--- src/rtl/jtcop_dump_trigger.sv ---
// rtl/jtcop_dump_trigger.sv - frame counter and dump-window trigger keyed to vs falling edges
//
// Purpose: counts vertical-sync falling edges since the last ROM download and
// opens a capture window at a programmed frame for a programmed frame count.
// Ports:
//   clk, rst_n      clock, asynchronous active-low reset
//   vs              vertical sync; falling edge = frame boundary
//   downloading     ROM download in progress; holds frame_cnt at 0, rise aborts
//   arm             level request for a capture window
//   cfg_start       frame number that opens the window (latched on arm)
//   cfg_len         window length in frames, 0 = unlimited (latched on arm)
//   frame_cnt       frames seen since the last download ended
//   dump_on         capture window open
//   dump_start      one-cycle pulse on window open
//   dump_stop       one-cycle pulse on window close or abort
//   st              FSM state: 0 IDLE, 1 ARMED, 2 ACTIVE, 3 DONE
module jtcop_dump_trigger #(
  parameter int CW      = 32,
  parameter int LW      = 16,
  parameter int SYNC_VS = 0
) (
  input  logic          clk,
  input  logic          rst_n,
  input  logic          vs,
  input  logic          downloading,
  input  logic          arm,
  input  logic [CW-1:0] cfg_start,
  input  logic [LW-1:0] cfg_len,
  output logic [CW-1:0] frame_cnt,
  output logic          dump_on,
  output logic          dump_start,
  output logic          dump_stop,
  output logic [1:0]    st
);

  typedef enum logic [1:0] {
    IDLE   = 2'd0,
    ARMED  = 2'd1,
    ACTIVE = 2'd2,
    DONE   = 2'd3
  } state_t;

  logic vs_s;

  generate
    if (SYNC_VS != 0) begin : g_sync
      logic [1:0] vs_sync_q;
      logic [1:0] vs_sync_d;
      always_comb vs_sync_d = {vs_sync_q[0], vs};
      // Reset to 1 so leaving reset never looks like a falling edge.
      always_ff @(posedge clk or negedge rst_n) begin
        if (!rst_n) vs_sync_q <= 2'b11;
        else        vs_sync_q <= vs_sync_d;
      end
      assign vs_s = vs_sync_q[1];
    end else begin : g_nosync
      assign vs_s = vs;
    end
  endgenerate

  logic          vs_l_q, vs_l_d;
  logic          dl_q, dl_d;
  logic [CW-1:0] frame_cnt_q, frame_cnt_d;
  logic [CW-1:0] start_l_q, start_l_d;
  logic [LW-1:0] len_l_q, len_l_d;
  logic [LW-1:0] len_cnt_q, len_cnt_d;
  logic          dump_on_q, dump_on_d;
  logic          dump_start_q, dump_start_d;
  logic          dump_stop_q, dump_stop_d;
  state_t        st_q, st_d;

  logic          fe;
  logic          dl_rise;
  logic [LW-1:0] len_cnt_inc;

  assign fe          = vs_l_q & ~vs_s;
  assign dl_rise     = downloading & ~dl_q;
  assign len_cnt_inc = len_cnt_q + LW'(1);

  always_comb begin
    vs_l_d       = vs_s;
    dl_d         = downloading;
    frame_cnt_d  = frame_cnt_q;
    start_l_d    = start_l_q;
    len_l_d      = len_l_q;
    len_cnt_d    = len_cnt_q;
    dump_on_d    = dump_on_q;
    dump_start_d = 1'b0;
    dump_stop_d  = 1'b0;
    st_d         = st_q;

    if (downloading)  frame_cnt_d = '0;
    else if (fe)      frame_cnt_d = frame_cnt_q + CW'(1);

    // Abort outranks every FSM transition, including a start match on this fe.
    if (dl_rise) begin
      st_d = IDLE;
      if (dump_on_q) begin
        dump_on_d   = 1'b0;
        dump_stop_d = 1'b1;
      end
    end else begin
      case (st_q)
        IDLE: begin
          // fe is ignored here, so an fe coincident with arm cannot start.
          if (arm && !downloading) begin
            start_l_d = cfg_start;
            len_l_d   = cfg_len;
            st_d      = ARMED;
          end
        end
        ARMED: begin
          if (!arm) begin
            st_d = IDLE;
          end else if (fe && frame_cnt_q == start_l_q) begin
            st_d         = ACTIVE;
            dump_on_d    = 1'b1;
            dump_start_d = 1'b1;
            len_cnt_d    = '0;
          end
        end
        ACTIVE: begin
          if (!arm) begin
            st_d        = IDLE;
            dump_on_d   = 1'b0;
            dump_stop_d = 1'b1;
          end else if (fe) begin
            if (len_l_q != '0 && len_cnt_inc == len_l_q) begin
              st_d        = DONE;
              dump_on_d   = 1'b0;
              dump_stop_d = 1'b1;
              len_cnt_d   = len_cnt_inc;
            end else if (len_cnt_q != '1) begin
              len_cnt_d = len_cnt_inc;
            end
          end
        end
        DONE: begin
          if (!arm) st_d = IDLE;
        end
        default: st_d = IDLE;
      endcase
    end
  end

  always_ff @(posedge clk or negedge rst_n) begin
    if (!rst_n) begin
      vs_l_q       <= 1'b1;
      dl_q         <= 1'b0;
      frame_cnt_q  <= '0;
      start_l_q    <= '0;
      len_l_q      <= '0;
      len_cnt_q    <= '0;
      dump_on_q    <= 1'b0;
      dump_start_q <= 1'b0;
      dump_stop_q  <= 1'b0;
      st_q         <= IDLE;
    end else begin
      vs_l_q       <= vs_l_d;
      dl_q         <= dl_d;
      frame_cnt_q  <= frame_cnt_d;
      start_l_q    <= start_l_d;
      len_l_q      <= len_l_d;
      len_cnt_q    <= len_cnt_d;
      dump_on_q    <= dump_on_d;
      dump_start_q <= dump_start_d;
      dump_stop_q  <= dump_stop_d;
      st_q         <= st_d;
    end
  end

  assign frame_cnt  = frame_cnt_q;
  assign dump_on    = dump_on_q;
  assign dump_start = dump_start_q;
  assign dump_stop  = dump_stop_q;
  assign st         = st_q;

endmodule

--- config.mk ---
export PLATFORM = sky130hd
export DESIGN_NAME = jtcop_dump_trigger
export DESIGN_NICKNAME = d
export VERILOG_FILES = /design/src/rtl/jtcop_dump_trigger.sv
export SDC_FILE = /design/constraint.sdc
export NUM_CORES = 1
export LEC_CHECK = 0
export CAP_MARGIN = 25
export CORE_MARGIN = 2
export CORE_UTILIZATION = 55
export DETAILED_ROUTE_END_ITERATION = 8
export PLACE_DENSITY = 0.83
export SKIP_CTS_REPAIR_TIMING = 1
export SYNTH_ARGS = -nofsm -noshare
export SYNTH_HDL_FRONTEND = slang
export SYNTH_SLANG_ARGS = --single-unit
--- constraint.sdc ---
create_clock -name clk -period 6.1 [get_ports clk]
set_input_delay 0.61 -clock clk [delete_from_list [all_inputs] [get_ports clk]]
set_output_delay 0.61 -clock clk [all_outputs]
set_load 0.005 [all_outputs]
==> out/results.md <==
| Metric | Value |
|:---|:---|
| Crit-path max FO | 17 |
| Endpoint arrival time on the critical path | 3920 ps |
| Leakage power | 2.56 nW |
| Root Buffer | sky130_fd_sc_hd__clkbuf_8 |
| Post-placement worst setup slack | 2470 ps |
| Die Height | 103 um |
| Final critical-path required period | 3600 ps |
| Global-route wire length before repair | 21.7 mm |
| Number of enable flip-flop cells after synthesis | 0 |
| DRT antenna net count | 0 |
| I/O pin count | 90 |
| Die Area | 10,700 um2 |
| Vias | 4,327 |
| Count of nets after finishing | 659 |
| Worst rel slew slack | 44.2% |
| Type of destination of the critical path | register |
| Cell at the slowest stage of the critical path | sky130_fd_sc_hd__o31ai_4 |
| Achievable Freq | 0.278 GHz |
| Syn Inst Count | 522 |
| Slowest Stage Delay on Critical Path | 750 ps |
| Count of standard-cell rows | 36 |
| Final Wtd Congestion | 0.997 |
| GR Overflow Total | 0 |
| Family with the most delay on the worst path | simple AND/OR/NAND/NOR gates |
| Count of warnings emitted by yosys | 0 |
| Leading cell types in the layout, fill and taps excluded | sky130_fd_sc_hd__dfrtp_1, sky130_fd_sc_hd__clkdlybuf4s50_1, sky130_fd_sc_hd__xnor2_1, sky130_fd_sc_hd__mux2_2, sky130_fd_sc_hd__nor2_1 |
| Most common cell after layout, fill and taps aside | sky130_fd_sc_hd__dfrtp_1 |
| Cts bufs inserted | 9 |
| CORE AREA | 9680 um2 |
| Proportion of synthesized chip area in sequential cells | 47.4% |
| Area added between synthesis and finish | 22.3% |
| Number of antenna cells inserted | 0 |
| GRT Overall Usage | 26.6% |
| Hold Path Class | in -> async |
| Synthesized area per cell | 10.4 um2 |
| Setup repair after global routing missed its margin | no |
| Post-synthesis sequential element count | 103 |
| Required arrival time at the worst endpoint | 6420 ps |
| Pin count of the biggest net entering global routing | 69 |
| Fill cell count | 737 |
| Power density of the placed cells | 231 nW/um2 |
| CTS sink count | 103 |
| H-tree depth reported by CTS | 3 |
| Number of DRC violations after detailed routing | 0 |
| Ratio of cells with drive above 1 in the final layout | 14.3% |
| Area of the mapped netlist | 5440 um2 |
| Clock-pin slew on the worst setup and hold paths | 100 ps |
| WL final | 13.6 mm |
| Number of maximum-capacitance violations | 0 |
| Top FF cell, synth | sky130_fd_sc_hd__dfrtp_1 |
| Via count of the first global-routing pass | 4,227 |
| CTS tree | done |
| Number of nets produced by synthesis | 577 |
| Worst Max-Slew Pin Slew | 838 ps |
| Max clock buf depth | 2 |
| Wire length per cell after detailed routing | 18.3 um |
| First drt pass iteration count | 5 |
| Final clock period utilization by the worst path | 59.0% |
| Min setup slack post-route | 2500 ps |
| Worst IR Drop VDD | 0.000138 V |
| Endpoints failing setup | 0 |
| Initial cell density of the core | 56.1% |
| Die width | 103 um |
| Number of antenna violations at the first check in global routing | 0 |
| First DRT Iteration DRCs | 291 |
| Clock latency on the worst-skew pair | 380 ps |
| Setup TNS | 0 ps |
| Half-perimeter wire length after detailed placement | 9.98 mm |
| Final hold violation count | 0 |
| Worst Hold Margin | 175 ps |
| CP startpoint kind | register |
| Category of the most critical setup path | reg -> reg |
| Maximum clock skew at final layout | 11.7 ps |
| Share of synthesized flip-flops with an asynchronous set or reset | 100% |
| Vias per cell | 5.83 |
| Number of max-slew violations in the final report | 0 |
| I/O Buffers | 89 |
| Yosys cell types | 51 |
| Cell-by-cell listing of the critical path | ha_1, nand3_2, nor2_2, xnor2_1, nor4_1, nand4_2, o31ai_4, and2_2, a41o_1 |
| Buffering stage count on the worst path with inverters included | 0 |
| Run status | finished, final reports clean |
==> worst register-to-register path, cell delays in order (launching register included) <==
cell                      delay (ps)
sky130_fd_sc_hd__dfrtp_1         490
sky130_fd_sc_hd__ha_1            320
sky130_fd_sc_hd__nand3_2         260
sky130_fd_sc_hd__nor2_2          280
sky130_fd_sc_hd__xnor2_1         100
sky130_fd_sc_hd__nor4_1          410
sky130_fd_sc_hd__nand4_2         240
sky130_fd_sc_hd__o31ai_4         750
sky130_fd_sc_hd__and2_2          460
sky130_fd_sc_hd__a41o_1          220
==> cell families (layout without fill, tap and decap cells) <==
group                    count (synthesis)  in the layout  synth area share, %
AND/OR/NAND/NOR                        193            193                 18.6
AO/OA/AOI/OAI                           64             64                 7.94
buffers and inverters                   33            120                 2.83
multiplexers                            49             49                 10.1
flip-flops                             103            103                 47.4
XOR/XNOR                                78             78                 12.6
adder cells (fa/ha/maj)                  2              2                0.460
==> routing by layer <==
metal	track usage [%]	vias up	part of all wire (%)
li1	-	2014	-
met1	36.5	2120	43
met2	42.8	162	49
met3	5.98	31	6.2
met4	7.69	0	2.1
met5	0	-	0
==> power breakdown <==
part	leakage [nW]	internal, mW	switching (mW)
Sequential	1.30	0.745	0.0622
Combinational	1.15	0.137	0.100
Clock	0.114	0.239	0.253
Total	2.56	1.12	0.415
==> state kept, by name, indices dropped and copies added (netlist names) <==
name        flops
dump_on         1
start_l_q      32
len_cnt_q      16
len_l_q        16
vs_l_q          1
dump_start      1
st              2
frame_cnt      32
dump_stop       1
dl_q            1
==> final timing paths <==
| path | start | endpoint | slack [ps] | cells after the start |
|---|---|---|---|---|
| max | len_cnt_q[0] | len_cnt_q[10] | 2500 | 9 |
| min reg2reg | start_l_q[2] | start_l_q[2] | 540 | 1 |
| max in group asynchronous | rst_n | start_l_q[15] | 4730 | 2 |
| min in group clk | start_l_q[2] | start_l_q[2] | 540 | 1 |
| max reg2reg | len_cnt_q[0] | len_cnt_q[10] | 2500 | 9 |
| min | rst_n | len_cnt_q[10] | 170 | 1 |
==> layout make-up <==
cell class | count | area (um2) | area share (%)
Multi-Input combinational cell | 386 | 2710 | 40.8
Sequential cell | 103 | 2580 | 38.8
Timing Repair Buffer | 95 | 933 | 14.0
Tap cell | 133 | 166 | 2.50
Clock buffer | 10 | 128 | 1.92
Clock inverter | 6 | 97.6 | 1.47
Inverter | 9 | 33.8 | 0.508
==> synthesized netlist by cell type (3+ instances only) <==
| library cell | instances | share of area, % |
|---|---|---|
| sky130_fd_sc_hd__o21ai_0 | 17 | 1.6 |
| sky130_fd_sc_hd__buf_2 | 3 | 0.28 |
| sky130_fd_sc_hd__nand2b_1 | 4 | 0.46 |
| sky130_fd_sc_hd__and4_1 | 4 | 0.64 |
| sky130_fd_sc_hd__nand4_1 | 27 | 3.1 |
| sky130_fd_sc_hd__nand3_1 | 20 | 1.8 |
| sky130_fd_sc_hd__or3_1 | 12 | 1.4 |
| sky130_fd_sc_hd__nor2_1 | 46 | 3.2 |
| sky130_fd_sc_hd__o31ai_1 | 3 | 0.41 |
| sky130_fd_sc_hd__mux2_2 | 48 | 9.9 |
| sky130_fd_sc_hd__a31oi_1 | 6 | 0.69 |
| sky130_fd_sc_hd__nor4_1 | 11 | 1.3 |
| sky130_fd_sc_hd__nor3_1 | 7 | 0.64 |
| sky130_fd_sc_hd__nand2_1 | 37 | 2.6 |
| sky130_fd_sc_hd__xnor2_1 | 53 | 8.5 |
| sky130_fd_sc_hd__dfrtp_1 | 102 | 47 |
| sky130_fd_sc_hd__xor2_1 | 25 | 4.0 |
| sky130_fd_sc_hd__o211ai_1 | 3 | 0.41 |
| sky130_fd_sc_hd__buf_4 | 3 | 0.41 |
| sky130_fd_sc_hd__inv_1 | 9 | 0.62 |
| sky130_fd_sc_hd__buf_1 | 3 | 0.21 |
| sky130_fd_sc_hd__and3_1 | 6 | 0.69 |
| sky130_fd_sc_hd__a22o_1 | 9 | 1.5 |
| sky130_fd_sc_hd__clkbuf_1 | 13 | 0.90 |
| sky130_fd_sc_hd__a21oi_1 | 16 | 1.5 |
==> through the flow <==
step                      util, %  std cells  power, mW  instance area [um2]
after global placement       66.2        725       1.05                 6410
after detailed placement     66.2        725       1.06                 6410
final                        68.6        742       1.54                 6650
after global routing         68.6        742       1.60                 6650
after CTS                    68.6        741       1.54                 6640
after floorplan                 -        522      0.955                 5440
No activity file was read; power rests on OpenSTA's default activity.
